## config.mk

```make
export PLATFORM = sky130hd
export DESIGN_NAME = otfc_stream_conv_flat
export DESIGN_NICKNAME = d
export VERILOG_FILES = /design/src/rtl/rbr_pkg.sv /design/src/rtl/otfc_stream_conv_if.sv /design/src/rtl/otfc_append_step.sv /design/src/rtl/otfc_stream_conv.sv /design/src/flat_wrapper.sv
export SDC_FILE = /design/constraint.sdc
export NUM_CORES = 1
export LEC_CHECK = 0
export BUFFER_PORTS_ARGS = -buffer_cell sky130_fd_sc_hd__buf_2
export CORE_AREA = 2 2 77 79
export CTS_CLUSTER_DIAMETER = 120
export DETAILED_ROUTE_END_ITERATION = 7
export DIE_AREA = 0 0 79 81
export PLACE_DENSITY = 0.78
export REMOVE_ABC_BUFFERS = 1
export SLEW_MARGIN = 40
export SYNTH_ARGS = -nofsm -noshare
export SYNTH_HDL_FRONTEND = slang
export SYNTH_HIERARCHICAL = 1
export SYNTH_SLANG_ARGS = --single-unit
```

## constraint.sdc

```tcl
create_clock -name clk -period 4.2 [get_ports clk]
set_input_delay 0.21 -clock clk [delete_from_list [all_inputs] [get_ports clk]]
set_output_delay 0.21 -clock clk [all_outputs]
set_load 0.01 [all_outputs]
```

## src/rtl/rbr_pkg.sv

```systemverilog
// Redundant binary representation (radix-2 signed digit) shared types.
// Also holds the state type and helpers for the on-the-fly stream converter.
package rbr_pkg;

    // One radix-2 signed digit: value = plus - minus.
    typedef struct packed {
        logic plus;
        logic minus;
    } signed_digit;

    typedef enum logic {ACCUM, HOLD} otfc_state_e;

    // Numeric value of a signed digit: -1, 0 or +1 ({1,1} collapses to 0).
    function automatic logic signed [1:0] otfc_digit_val(input signed_digit dg);
        return $signed({1'b0, dg.plus}) - $signed({1'b0, dg.minus});
    endfunction

    // Digit counter width; a 1-digit word still needs a 1-bit counter.
    function automatic int otfc_cnt_w(input int width);
        return (width > 1) ? $clog2(width) : 1;
    endfunction

endpackage

```

## src/rtl/otfc_stream_conv_if.sv

```systemverilog
// Digit-in / word-out handshake bundle for otfc_stream_conv.
// Optional res_qm signal exists only when OTFC_QM_OUT_EN is defined.
interface otfc_stream_conv_if
    import rbr_pkg::*;
#(
    parameter int WIDTH = 16
) ();
    logic              d_valid;
    logic              d_ready;
    signed_digit       d;
    logic              res_valid;
    logic              res_ready;
    logic [WIDTH:0]    res;
`ifdef OTFC_QM_OUT_EN
    logic [WIDTH:0]    res_qm;
`endif

    // Converter side.
    modport slave (
        input  d_valid, d, res_ready,
        output d_ready, res_valid, res
`ifdef OTFC_QM_OUT_EN
        , output res_qm
`endif
    );

    // Producer/consumer side.
    modport master (
        output d_valid, d, res_ready,
        input  d_ready, res_valid, res
`ifdef OTFC_QM_OUT_EN
        , input res_qm
`endif
    );
endinterface

```

## src/rtl/otfc_append_step.sv

```systemverilog
// One on-the-fly conversion step: appends a signed digit at bit position p
// to the Q / QM register pair using only OR and select (no carry chain).
module otfc_append_step
    import rbr_pkg::*;
#(
    parameter int WIDTH = 16,
    parameter int CNT_W = otfc_cnt_w(WIDTH)
) (
    input  logic [WIDTH:0]   q,
    input  logic [WIDTH:0]   qm,
    input  signed_digit      d,
    input  logic [CNT_W-1:0] p,
    output logic [WIDTH:0]   q_next,
    output logic [WIDTH:0]   qm_next
);
    logic [WIDTH:0]    pos_bit;
    logic signed [1:0] dv;

    // Select the new Q/QM from the old pair and the digit value.
    always_comb begin
        // NOTE: every combinational output gets a default first so no path leaves it unassigned (no latch).
        pos_bit = (WIDTH+1)'(1) << p;
        dv      = otfc_digit_val(d);
        q_next  = q;
        qm_next = qm;
        if (dv == 2'sd1) begin
            q_next  = q | pos_bit;
            qm_next = q;
        end else if (dv == -2'sd1) begin
            q_next  = qm | pos_bit;
            qm_next = qm;
        end else begin
            qm_next = qm | pos_bit;
        end
    end
endmodule

```

## src/rtl/otfc_stream_conv.sv

```systemverilog
// Streaming on-the-fly converter: MSD-first radix-2 signed digits in,
// (WIDTH+1)-bit two's-complement words out under valid/ready backpressure.
// Define OTFC_QM_OUT_EN to also register and export the final QM (res - 1).
module otfc_stream_conv
    import rbr_pkg::*;
#(
    parameter int WIDTH = 16
) (
    input  logic                clk,
    input  logic                rst_n,
    input  logic                clr,
    otfc_stream_conv_if.slave   bus
);
    localparam int               CNT_W    = otfc_cnt_w(WIDTH);
    localparam logic [WIDTH:0]   QM_RST   = (WIDTH+1)'(1) << WIDTH;
    localparam logic [CNT_W-1:0] CNT_LAST = CNT_W'(WIDTH - 1);

    otfc_state_e      state_q, state_d;
    logic [WIDTH:0]   q_q, q_d;
    logic [WIDTH:0]   qm_q, qm_d;
    logic [CNT_W-1:0] cnt_q, cnt_d;
    logic [WIDTH:0]   res_q, res_d;
`ifdef OTFC_QM_OUT_EN
    logic [WIDTH:0]   res_qm_q, res_qm_d;
`endif

    logic             accept;
    logic [CNT_W-1:0] pos;
    logic [WIDTH:0]   q_next, qm_next;

    // In HOLD the next word's first digit is only taken when the result leaves.
    assign bus.d_ready   = (state_q == ACCUM) || bus.res_ready;
    assign bus.res_valid = (state_q == HOLD);
    assign bus.res       = res_q;
`ifdef OTFC_QM_OUT_EN
    assign bus.res_qm    = res_qm_q;
`endif
    assign accept        = bus.d_valid && bus.d_ready;
    assign pos           = CNT_LAST - cnt_q;

    otfc_append_step #(
        .WIDTH (WIDTH),
        .CNT_W (CNT_W)
    ) u_step (
        .q       (q_q),
        .qm      (qm_q),
        .d       (bus.d),
        .p       (pos),
        .q_next  (q_next),
        .qm_next (qm_next)
    );

    // Next-state: clr abort, result release, digit append and word completion.
    always_comb begin
        state_d  = state_q;
        q_d      = q_q;
        qm_d     = qm_q;
        cnt_d    = cnt_q;
        res_d    = res_q;
`ifdef OTFC_QM_OUT_EN
        res_qm_d = res_qm_q;
`endif
        if (clr) begin
            state_d = ACCUM;
            q_d     = '0;
            qm_d    = QM_RST;
            cnt_d   = '0;
        end else begin
            if (state_q == HOLD && bus.res_ready) begin
                state_d = ACCUM;
            end
            if (accept) begin
                if (cnt_q == CNT_LAST) begin
                    res_d    = q_next;
`ifdef OTFC_QM_OUT_EN
                    res_qm_d = qm_next;
`endif
                    state_d  = HOLD;
                    q_d      = '0;
                    qm_d     = QM_RST;
                    cnt_d    = '0;
                end else begin
                    q_d   = q_next;
                    qm_d  = qm_next;
                    cnt_d = cnt_q + CNT_W'(1);
                end
            end
        end
    end

    // State and datapath registers.
    always_ff @(posedge clk or negedge rst_n) begin
        // NOTE: non-blocking assignments so every register samples pre-edge values.
        if (!rst_n) begin
            state_q  <= ACCUM;
            q_q      <= '0;
            qm_q     <= QM_RST;
            cnt_q    <= '0;
            res_q    <= '0;
`ifdef OTFC_QM_OUT_EN
            res_qm_q <= QM_RST;
`endif
        end else begin
            state_q  <= state_d;
            q_q      <= q_d;
            qm_q     <= qm_d;
            cnt_q    <= cnt_d;
            res_q    <= res_d;
`ifdef OTFC_QM_OUT_EN
            res_qm_q <= res_qm_d;
`endif
        end
    end
endmodule

```

## src/flat_wrapper.sv

```systemverilog
// flat-port wrapper written by rule: the top's interface ports become plain ports
module otfc_stream_conv_flat import rbr_pkg::*;
#(
    parameter int WIDTH = 16
)
  (clk, rst_n, clr, bus_d_valid, bus_d, bus_res_ready, bus_d_ready, bus_res_valid, bus_res);
  otfc_stream_conv_if #(.WIDTH(WIDTH)) bus_i ();
  input  logic clk;
  input  logic rst_n;
  input  logic clr;
  input wire logic [$bits(bus_i.d_valid)-1:0] bus_d_valid;
  input wire logic [$bits(bus_i.d)-1:0] bus_d;
  input wire logic [$bits(bus_i.res_ready)-1:0] bus_res_ready;
  output wire logic [$bits(bus_i.d_ready)-1:0] bus_d_ready;
  output wire logic [$bits(bus_i.res_valid)-1:0] bus_res_valid;
  output wire logic [$bits(bus_i.res)-1:0] bus_res;
  assign bus_i.d_valid = bus_d_valid;
  assign bus_i.d = bus_d;
  assign bus_i.res_ready = bus_res_ready;
  assign bus_d_ready = bus_i.d_ready;
  assign bus_res_valid = bus_i.res_valid;
  assign bus_res = bus_i.res;
  otfc_stream_conv #(.WIDTH(WIDTH)) u_core (.clk(clk), .rst_n(rst_n), .clr(clr), .bus(bus_i));
endmodule
```

== After elaboration in Yosys (flattened, before gate mapping) ==
Cells that the tools add are included.
Operators by class
  add/sub/neg operators: 3
  equal/unequal tests: 4
  multipliers: 0
  bitwise logic cells: 4
  reductions and logical operators: 6
  multiplexer cells: 17
  divide/modulo/power cells: 0
  shifts and indexed selects: 1
  order comparisons: 0
Operator list (number)
  $mux 17: 10
  $or 17x17->17: 2
  $shl 1x4->17 const A: 1
  $mux 4: 3
  $add 4x1->4 const B: 1
  $eq 4x4->1 const B: 1
  $mux 1: 4
  $ne 4x3->1 const B: 1
  $sub 4x4->4 const A: 1
  $reduce_and 3->1: 1
  $eq 2x1->1 const B: 1
  $eq 2x2->1 const B: 1
  $logic_and 1x1->1: 2
  $not 1->1: 2
  $reduce_and 2->1: 1
  $reduce_bool 2->1: 1
  $sub 1x1->2: 1
  $logic_or 1x1->1: 1
Word-level totals
  flip-flop bits (word level): 56
  memories: 0
  output and inout bits: 19
  ROM bits: 0
  logic and storage cells: 40
  bits in latches: 0
  memory bits (writable): 0

== Logic depth before layout (Yosys ltp) ==
Gate-level depths: netlist of the first run.
  depth after elaboration: 8
  depth in mapped cells: 7
  mapped depth without buffers: 5

== Hierarchy ==
The synthesis of the first run kept the hierarchy.
By module, submodules not included
  otfc_stream_conv: area each 2143.3 um^2, cells an instance 146, seq. area each 1402.6 um^2, times used 1
  otfc_append_step: area each 1128.6 um^2, cells an instance 153, seq. area each 0.0 um^2, times used 1

== Worst setup path after synthesis of the first run ==
Ideal clock, no wire load.
  path type: register to register
  start point: register u_core.state_q (netlist: u_core/bus.res_valid)
  end point: register u_core.res_q[10] (netlist: u_core/bus.res[10])
  cell stages (with the launch flop): 5
  required time: 4.075 ns
  slack: 2.465 ns
  setup time: 0.125 ns
  period minus slack after synthesis: 1.735 ns
  arrival: 1.610 ns
  path buffers: 1
  cell sequence: dfrtp_1 -> and2b_1 -> nor4b_4 -> buf_6 -> mux2_2
On the way
  cells in the longest elaborated chain, start to end: 4
RTL lines
  from (decl): line otfc_stream_conv.sv:18  | otfc_state_e state_q, state_d;
  from (signal assigned): line otfc_stream_conv.sv:104  | state_q <= state_d;
  $not 1->1: line otfc_stream_conv.sv:32  | assign bus.d_ready = (state_q == ACCUM) || bus.res_ready;
  $logic_or 1x1->1: line otfc_stream_conv.sv:32
  $logic_and 1x1->1: line otfc_stream_conv.sv:38  | assign accept = bus.d_valid && bus.d_ready;
  $reduce_and 3->1 (no line)
  to (signal assigned): line otfc_stream_conv.sv:108  | res_q <= res_d;
  to (decl): line otfc_stream_conv.sv:22  | logic [WIDTH:0] res_q, res_d;
No other way between the ends.
A chain may end at the register's enable or synchronous reset.

== Worst setup path in the final report of the first run ==
  start point: register u_core.cnt_q[0]
  end point: register u_core.q_q[13]
On the way
  cells in the longest elaborated chain, start to end: 8
  elaborated cells on any way between the ends: 10
  those cells by class: add/sub: 1; eq/ne: 1; shift: 1; mux: 5; bitwise: 2
RTL lines
  from (decl): line otfc_stream_conv.sv:21  | logic [CNT_W-1:0] cnt_q, cnt_d;
  from (signal assigned): line otfc_stream_conv.sv:107  | cnt_q <= cnt_d;
  $sub 4x4->4: line otfc_stream_conv.sv:39  | assign pos = CNT_LAST - cnt_q;
  $shl 1x4->17: line otfc_append_step.sv:22  | pos_bit = (WIDTH+1)'(1) << p;
  $or 17x17->17: line otfc_append_step.sv:30  | q_next = qm | pos_bit;
  $mux 17: line otfc_append_step.sv:29  | end else if (dv == -2'sd1) begin
  $mux 17: line otfc_append_step.sv:26  | if (dv == 2'sd1) begin
  $mux 17 (*): line otfc_stream_conv.sv:73  | if (cnt_q == CNT_LAST) begin
  $mux 17 (*): line otfc_stream_conv.sv:72  | if (accept) begin
  $mux 17 (*): line otfc_stream_conv.sv:63  | if (clr) begin
  to (signal assigned): line otfc_stream_conv.sv:105  | q_q <= q_d;
  to (decl): line otfc_stream_conv.sv:19  | logic [WIDTH:0] q_q, q_d;
Every way passes the cells marked *; elsewhere a longest branch is shown, timed or not. The select of a mux whose other input is x is not followed.

==> impl_metrics.ini, run 1 <==
[global_route]
grt-ovfl-total = 0
grt_pass1_wl_um = 11700
grt_pass1_vias = 2352
met1_usage = 0.302
top_usage_layer = met2
grt_max_degree = 57
gr-usage-met2 = 0.388
grt_use_total = 0.231
grt_use_met3 = 0.0422
antenna_found_initial = 0

[detailed_routing]
wl_per_cell_um = 18.3
vias = 2452
vias_per_cell = 6.39
drt-pass1-iter-count = 4
drc = 0
wirelength_um = 7030
ant_nets = 0
drt_iter0_markers = 163

[yosys]
synth-seq-cells = 56
async_flop_share = 1.00
synth_top_area_frac = 0.421
postSynthAreaPerCell_um2 = 10.9
syn-cell-area_mm2 = 0.00327
syn_inst = 299
synth.area.top_cells = dfrtp_1 42%, a22o_1 8.8%, mux2_2 6.9%, nor3_2 5.2%, a211oi_1 3.7%
synth_edf_count = 0
ys_types = 41
ys.flop_type = dfrtp_1
ys_warn_count = 6
yosys.area.top_type = dfrtp_1
yosysSeqAreaShare = 0.429

[timing]
rsz0062_at_grt = no
finalSetupTns_ps = 0
min_period_ps = 2100
max_freq_ghz = 0.477
setup_viol = 0
slew_headroom = 0.508
slew_viol_final = 0
fin_crit_sh = 0.499
worstMarginPinSlew_ps = 739
hold_viol = 0
hold_ws_ps = 4.34
skew_ps = 10.4

[job]
cap_violations = 0

[cts]
clockBufferDepth = 2
cts-htree-levels = 2
postCtsHoldBufs = 0
cts_tree = done
cts_root_buf = clkbuf_8
ctsResizeCount = 0
clock_latency_ps = 320
cts_setup_buffers = 0
cts-buffers-inserted = 5
clk_pin_slew_worst_paths_ps = 110
cts_sinks = 56

[floorplan]
die_h_um = 81
core_mm2 = 0.00568
chipWidth_um = 79
fp-row-count = 28
start_util = 0.576
io_pins = 26
die_area_mm2 = 0.00640

[setup_path]
worstPathRequired_ps = 4460
worstPathArrival_ps = 2360
path_max_fanout = 18
end_kind = register
startpoint_type = register
crit_type = register to register

[layout]
num-fill-cells = 486
syn_to_final_growth_pct = 5.89
stdcell_count = 384
drive_gt1_frac = 0.291
diodes = 0
fin_nets = 316

[status]
status = complete, no violations

[worst_hold_path]
hold_path_class = input pin to asynchronous set/reset pin

[placement]
portBuffers = 25
dp_hpwl_um = 4200
gp_congestion = 0.786
dp.cells = 376

[power]
ir_worst_vdd_uv = 213
power.leakage_uw = 0.00157
power_density_mw_per_mm2 = 320
flip-flops by register name, indices dropped and copies added, names as in the netlist:
register,count
u_core/q_q,17
u_core/cnt_q,4
u_core/qm_q,17
u_core/bus.res,17
u_core/bus.res_valid,1
final cells by class:
cell class	instances	area, um2	share of cell area
timing repair buffer	30	163	0.0469
inverter	8	30.0	0.00867
clock inverter	3	47.5	0.0137
tap	75	93.8	0.0271
clock buffer	5	68.8	0.0199
multi-input combinational	207	1660	0.479
sequential	56	1400	0.405
kinds of logic (layout without fill, tap and decap cells):
logic type,after synthesis,after routing,share of synthesized area
compound gates,96,96,0.216
simple gates,90,90,0.218
flops,56,56,0.429
buf+inv,36,46,0.0650
mux,20,20,0.0688
fa+ha+maj,1,1,0.00382
critical path: stages (launching register included):
cell and delay [ps]:
dfrtp_1 450, ha_1 280, nand3_1 90, and4b_1 640
buf_4 370, a22o_1 190
through the flow:
| step | setup slack [ps] | utilization | power, uW | cell area [um2] |
|---|---|---|---|---|
| floorplan | 2330 | - | 695 | 3090 |
| global placement | 1930 | 0.590 | 744 | 3350 |
| detailed placement | 1890 | 0.590 | 751 | 3350 |
| CTS | 2080 | 0.610 | 1120 | 3460 |
| global route | 1910 | 0.610 | 1160 | 3460 |
| finish | 2100 | 0.610 | 1110 | 3460 |
worst paths after layout:
kind                                  from                  to  slack, ps  cells after the start
setup / recovery           u_core/cnt_q[0]      u_core/q_q[13]       2100                      5
hold / removal                       rst_n  u_core/bus.res[10]          4                      2
setup reg to reg           u_core/cnt_q[0]      u_core/q_q[13]       2100                      5
hold reg to reg            u_core/qm_q[16]     u_core/qm_q[16]        480                      2
max in group asynchronous            rst_n   u_core/bus.res[0]       3690                      2
min in group clk                       clr     u_core/cnt_q[1]        180                      2
metal layers:
layer / share of wire / routed length, um / vias up
met5: 0 / 0 / -
met4: 0.017 / 123 / 0
met3: 0.051 / 356 / 9
met2: 0.48 / 3400 / 65
met1: 0.45 / 3150 / 1215
li1: - / - / 1163
report_power, final:
| group | switching [uW] | internal [uW] |
|---|---|---|
| clock network | 186 | 180 |
| logic | 98.1 | 64.4 |
| registers | 20.2 | 559 |
synthesized netlist by cell type (4+ instances only):
| cell | count |
|---|---|
| nor3b_1 | 11 |
| a22o_1 | 33 |
| o22ai_1 | 16 |
| nor3_2 | 17 |
| inv_1 | 6 |
| and4b_1 | 5 |
| o21ai_1 | 4 |
| a21oi_1 | 15 |
| nand2_1 | 7 |
| nor3_1 | 5 |
| buf_6 | 8 |
| a211oi_1 | 16 |
| and4bb_1 | 5 |
| clkbuf_1 | 6 |
| dfrtp_1 | 55 |
| nor2_1 | 22 |
| buf_2 | 14 |
| nor4b_4 | 4 |
| mux2_2 | 20 |
layout by cell type, fill, tap and decap left out, types with 2 or more instances in the layout:
| cell type | n |
|---|---|
| o21ai_1 | 4 |
| nand3_1 | 2 |
| nand4_1 | 2 |
| and4bb_1 | 5 |
| inv_2 | 2 |
| inv_1 | 6 |
| clkbuf_8 | 5 |
| nor2_1 | 22 |
| o211ai_2 | 2 |
| and4b_1 | 5 |
| a22oi_1 | 2 |
| nor3_1 | 5 |
| a22o_1 | 33 |
| nor3b_1 | 11 |
| o22ai_1 | 16 |
| a21oi_1 | 15 |
| clkinv_4 | 2 |
| dfrtp_1 | 55 |
| and2b_1 | 2 |
| nor3_2 | 17 |
| buf_2 | 25 |
| buf_4 | 5 |
| nor4b_4 | 4 |
| nand2_1 | 7 |
| o211ai_1 | 2 |
| a211oi_1 | 16 |
| mux2_2 | 20 |
No activity file was read; power rests on OpenSTA's default activity.
==> run 2, diff against run 1 <==
==> constraint.sdc (replaced) <==
create_clock -name clk -period 2.1 [get_ports clk]
set_input_delay 0.105 -clock clk [delete_from_list [all_inputs] [get_ports clk]]
set_output_delay 0.105 -clock clk [all_outputs]
set_load 0.01 [all_outputs]
==> run 2 against run 1 <==
Compared with the run above:
- worst hold slack better by 79 ps
- die area did not move
- first-iteration DRC count down 18%
- critical path type unchanged
- clock-buffer cell count is 3 higher
- critical endpoint is now u_core/bus.res[6]
- combinational power grew 110%
- sequential share of layout area decreased by 0.51 points
- cell count is 2.1% higher
- core utilization increased by 0.77 points
- wire length barely moved
- non-clock buffer count rose by 8
- sequential power grew 100%
- highest routed layer unchanged
==> impl_metrics.ini, run 2 (synthesis results as in run 1) <==
[status]
status = complete, no violations

[cts]
clockBufferDepth = 2
cts_root_buf = clkbuf_8
clk_pin_slew_worst_paths_ps = 100
cts-htree-levels = 2
ctsResizeCount = 0
clock_latency_ps = 310
cts_setup_buffers = 0
cts_tree = done
cts-buffers-inserted = 5
cts_sinks = 56
postCtsHoldBufs = 1

[placement]
dp_hpwl_um = 4450
portBuffers = 25
pre_cts_ws_ps = 208
placed_area_mm2 = 0.00340
gp_congestion = 0.798

[layout]
multiInputGateArea_mm2 = 0.00166
final_common_cell = dfrtp_1
diodes = 0
regArea_mm2 = 0.00140
layout_common_cells = 55 x dfrtp_1, 33 x a22o_1, 25 x buf_2
num-fill-cells = 468
syn_to_final_growth_pct = 7.23
drive_gt1_frac = 0.300
fin_area_mm2 = 0.00351
fin_nets = 324

[global_route]
grt_pass1_wl_um = 11800
grt-ovfl-total = 0
grt_pass1_vias = 2363
grt_use_total = 0.233
antenna_found_initial = 0
grt_max_degree = 26

[timing]
setup_viol = 0
finalSetupTns_ps = 0
worstMarginPinSlew_ps = 786
min_period_ps = 1930
slew_viol_final = 0
max_freq_ghz = 0.517
fin_crit_sh = 0.920
rsz0062_at_grt = no
slew_headroom = 0.476
fin_ws_ps = 168
skew_ps = 8.88
hold_viol = 0

[floorplan]
io_pins = 26
die_h_um = 81
chipWidth_um = 79
die_area_mm2 = 0.00640
core_mm2 = 0.00568
start_util = 0.576
fp-row-count = 28

[detailed_routing]
drt_iter0_markers = 133
drt-pass1-iter-count = 4
vias = 2493
wirelength_um = 7030
wl_per_cell_um = 17.9
vias_per_cell = 6.36
drc = 0
ant_nets = 0

[setup_path]
startpoint_type = register
crit_type = register to register
worstPathRequired_ps = 2300
rr_endpoint = u_core/bus.res[6]
path_max_fanout = 16
r2r_start = u_core/cnt_q[0]
worstPathArrival_ps = 2130
reg2reg_slack_ps = 170
end_kind = register
rr_worst_depth = 5

[worst_hold_path]
whs_path_depth = 2
hp-start = clr
worstHoldEndpoint = u_core/cnt_q[1]
hold_path_class = input pin to register

[power]
ir_worst_vdd_uv = 355
p_total_uw = 2130
power_density_mw_per_mm2 = 608
power.leakage_uw = 0.00160

[job]
cap_violations = 0
[run 2: metal layers]
| metal | GRT usage | wire length [um] | up-vias |
|---|---|---|---|
| met1 | 0.330 | 3300 | 1249 |
| met5 | 0 | 0 | - |
| met3 | 0.0322 | 276 | 8 |
| li1 | - | - | 1181 |
| met4 | 0.0672 | 68 | 0 |
| met2 | 0.377 | 3390 | 55 |
[run 2: power breakdown]
group | internal [uW] | switching [uW]
clock | 302 | 337
combinational | 137 | 199
sequential | 1120 | 40.5
[run 2: cell type report]
cell class | instances | area share
Clock buffer | 8 | 0.0285
Inverter | 8 | 0.00856
Multi-Input combinational cell | 207 | 0.472
Sequential cell | 56 | 0.400
Tap cell | 75 | 0.0267
Timing Repair Buffer | 38 | 0.0642
[run 2: worst max-delay path by stage]
stage,startpoint,end,cells after the start
3_5_place_dp,u_core/cnt_q[0],u_core/bus.res[6],5
5_1_grt,u_core/cnt_q[0],u_core/bus.res[6],5
2_1_floorplan,u_core/bus.res_valid,u_core/cnt_q[0],4
4_1_cts,u_core/cnt_q[0],u_core/bus.res[6],5
6_report,u_core/cnt_q[0],u_core/bus.res[6],5
3_3_place_gp,u_core/cnt_q[2],u_core/bus.res[11],5
[run 2: per-stage QoR]
step / util / hold slack (ps) / cells
2_1_floorplan: - / -191 / 271
3_3_place_gp: 0.599 / 90.0 / 383
3_5_place_dp: 0.599 / 95.1 / 383
4_1_cts: 0.618 / 74.0 / 392
5_1_grt: 0.618 / 76.1 / 392
6_report: 0.618 / 83.4 / 392
[run 2: critical path, stage by stage, from the launching register on]
cell and delay, ps:
dfrtp_1 450, inv_1 420, and4bb_1 320, nor3b_1 280, nor3_2 90, mux2_2 260
==> run 3, diff against run 2 <==
--- a/config.mk
+++ b/config.mk
@@ -10,7 +10,7 @@
 export CTS_CLUSTER_DIAMETER = 120
 export DETAILED_ROUTE_END_ITERATION = 7
 export DIE_AREA = 0 0 79 81
-export PLACE_DENSITY = 0.78
+export PLACE_DENSITY = 0.83
 export REMOVE_ABC_BUFFERS = 1
 export SLEW_MARGIN = 40
 export SYNTH_ARGS = -nofsm -noshare
==> run 3 against run 2 <==
Compared with the run above:
- sequential share of layout area barely moved
- highest routed layer unchanged
- critical path type unchanged
- sequential power barely moved
- worst setup slack improved by 17 ps
==> impl_metrics.ini, run 3 (synthesis results as in run 1) <==
[status]
status = complete, no violations

[floorplan]
die_area_mm2 = 0.00640
die_h_um = 81
chipWidth_um = 79
core_mm2 = 0.00568
io_pins = 26
start_util = 0.576
fp-row-count = 28

[cts]
cts-buffers-inserted = 5
postCtsHoldBufs = 1
clk_pin_slew_worst_paths_ps = 100
cts_tree = done
cts_setup_buffers = 0
cts_root_buf = clkbuf_8
clockBufferDepth = 2
clock_latency_ps = 310
cts-htree-levels = 2
cts_sinks = 56
ctsResizeCount = 0

[layout]
drive_gt1_frac = 0.303
diodes = 0
layout_common_cells = 55 x dfrtp_1, 33 x a22o_1, 25 x buf_2
final_common_cell = dfrtp_1
num-fill-cells = 457
syn_to_final_growth_pct = 7.11
fin_nets = 324
fin_area_mm2 = 0.00350

[setup_path]
path_max_fanout = 16
rr_worst_depth = 5
startpoint_type = register
worstPathArrival_ps = 2110
slowest_delay_ps = 450
worstPathRequired_ps = 2290
slowest_stage = dfrtp_1
crit_type = register to register
cp_cell_sequence = inv_1, and4b_1, nor3b_1, nor3_2, mux2_2
end_kind = register

[power]
power_density_mw_per_mm2 = 605
ir_worst_vdd_uv = 405
power.leakage_uw = 0.00160

[detailed_routing]
drt-met1-wl_um = 3010
drc = 0
drt_iter0_markers = 209
drt-pass1-iter-count = 4
vias = 2508
route.met2.wl_um = 3410
vias_per_cell = 6.40
wirelength_um = 6780
wl_per_cell_um = 17.3
met3_length_um = 291
top_layer = met4
ant_nets = 0

[timing]
skew_ps = 7.51
min_period_ps = 1920
max_freq_ghz = 0.522
slew_viol_final = 0
worstMarginPinSlew_ps = 755
setup_viol = 0
finalSetupTns_ps = 0
rsz0062_at_grt = no
hold_viol = 0
fin_crit_sh = 0.912
slew_headroom = 0.497

[placement]
portBuffers = 25
placed_area_mm2 = 0.00340
gp_congestion = 0.759
dp_hpwl_um = 4370

[job]
cap_violations = 0

[global_route]
grt-ovfl-total = 0
grt_max_degree = 57
grt_pass1_wl_um = 11600
grt_use_total = 0.228
grt_pass1_vias = 2456
antenna_found_initial = 0

[worst_hold_path]
whs_path_depth = 2
hold_path_class = input pin to register
run 3: cell count changes in the layout (fill, tap and decap cells not counted):
cell | previous run | this run
clkbuf_1 | 1 | 0
clkbuf_8 | 7 | 6
clkinv_2 | 0 | 1
inv_6 | 0 | 1
run 3: final timing paths:
check                           slack [ps]            start            endpoint
worst max-delay path                   180  u_core/cnt_q[0]  u_core/bus.res[14]
worst min-delay path                    80              clr     u_core/cnt_q[3]
worst max register to register         180  u_core/cnt_q[0]  u_core/bus.res[14]
worst min register to register         480  u_core/qm_q[16]     u_core/qm_q[16]
max in group asynchronous             1190            rst_n     u_core/qm_q[13]
min in group asynchronous              450            rst_n  u_core/bus.res[12]
run 3: stage by stage:
stage          hold slack (ps)  instances  utilization  power (uW)  setup slack, ps
3_5_place_dp               278        383        0.599        1510              248
4_1_cts                   76.0        392        0.618        2130              214
3_3_place_gp               287        383        0.599        1500              302
2_1_floorplan             -191        271            -        1390              227
6_report                  78.8        392        0.618        2120              184
5_1_grt                   91.8        392        0.618        2230             73.9
run 3: layout make-up:
class                           instances  area (um2)  area share
Tap cell                               75        93.8      0.0268
Sequential cell                        56        1400       0.400
Clock inverter                          2        13.8     0.00393
Inverter                                8        30.0     0.00857
Multi-Input combinational cell        207        1660       0.473
Timing Repair Buffer                   38         225      0.0643
Clock buffer                            6        82.6      0.0236
run 3: critical path, delay by kind of cell (launching register included):
family / cells / cell delay, ps
simple gates: 3 / 660
mux: 1 / 270
buf+inv: 1 / 430
flops: 1 / 450
run 3: routing by layer:
metal	up-vias	global-route usage
met5	-	0
met4	0	0.0931
li1	1184	-
met2	61	0.392
met1	1254	0.292
met3	9	0.0333
run 3: where the power goes:
part           total, uW  switching (uW)  internal, uW
combinational        333             196           137
sequential          1160            39.8          1120
clock                628             357           271
total               2120             593          1530
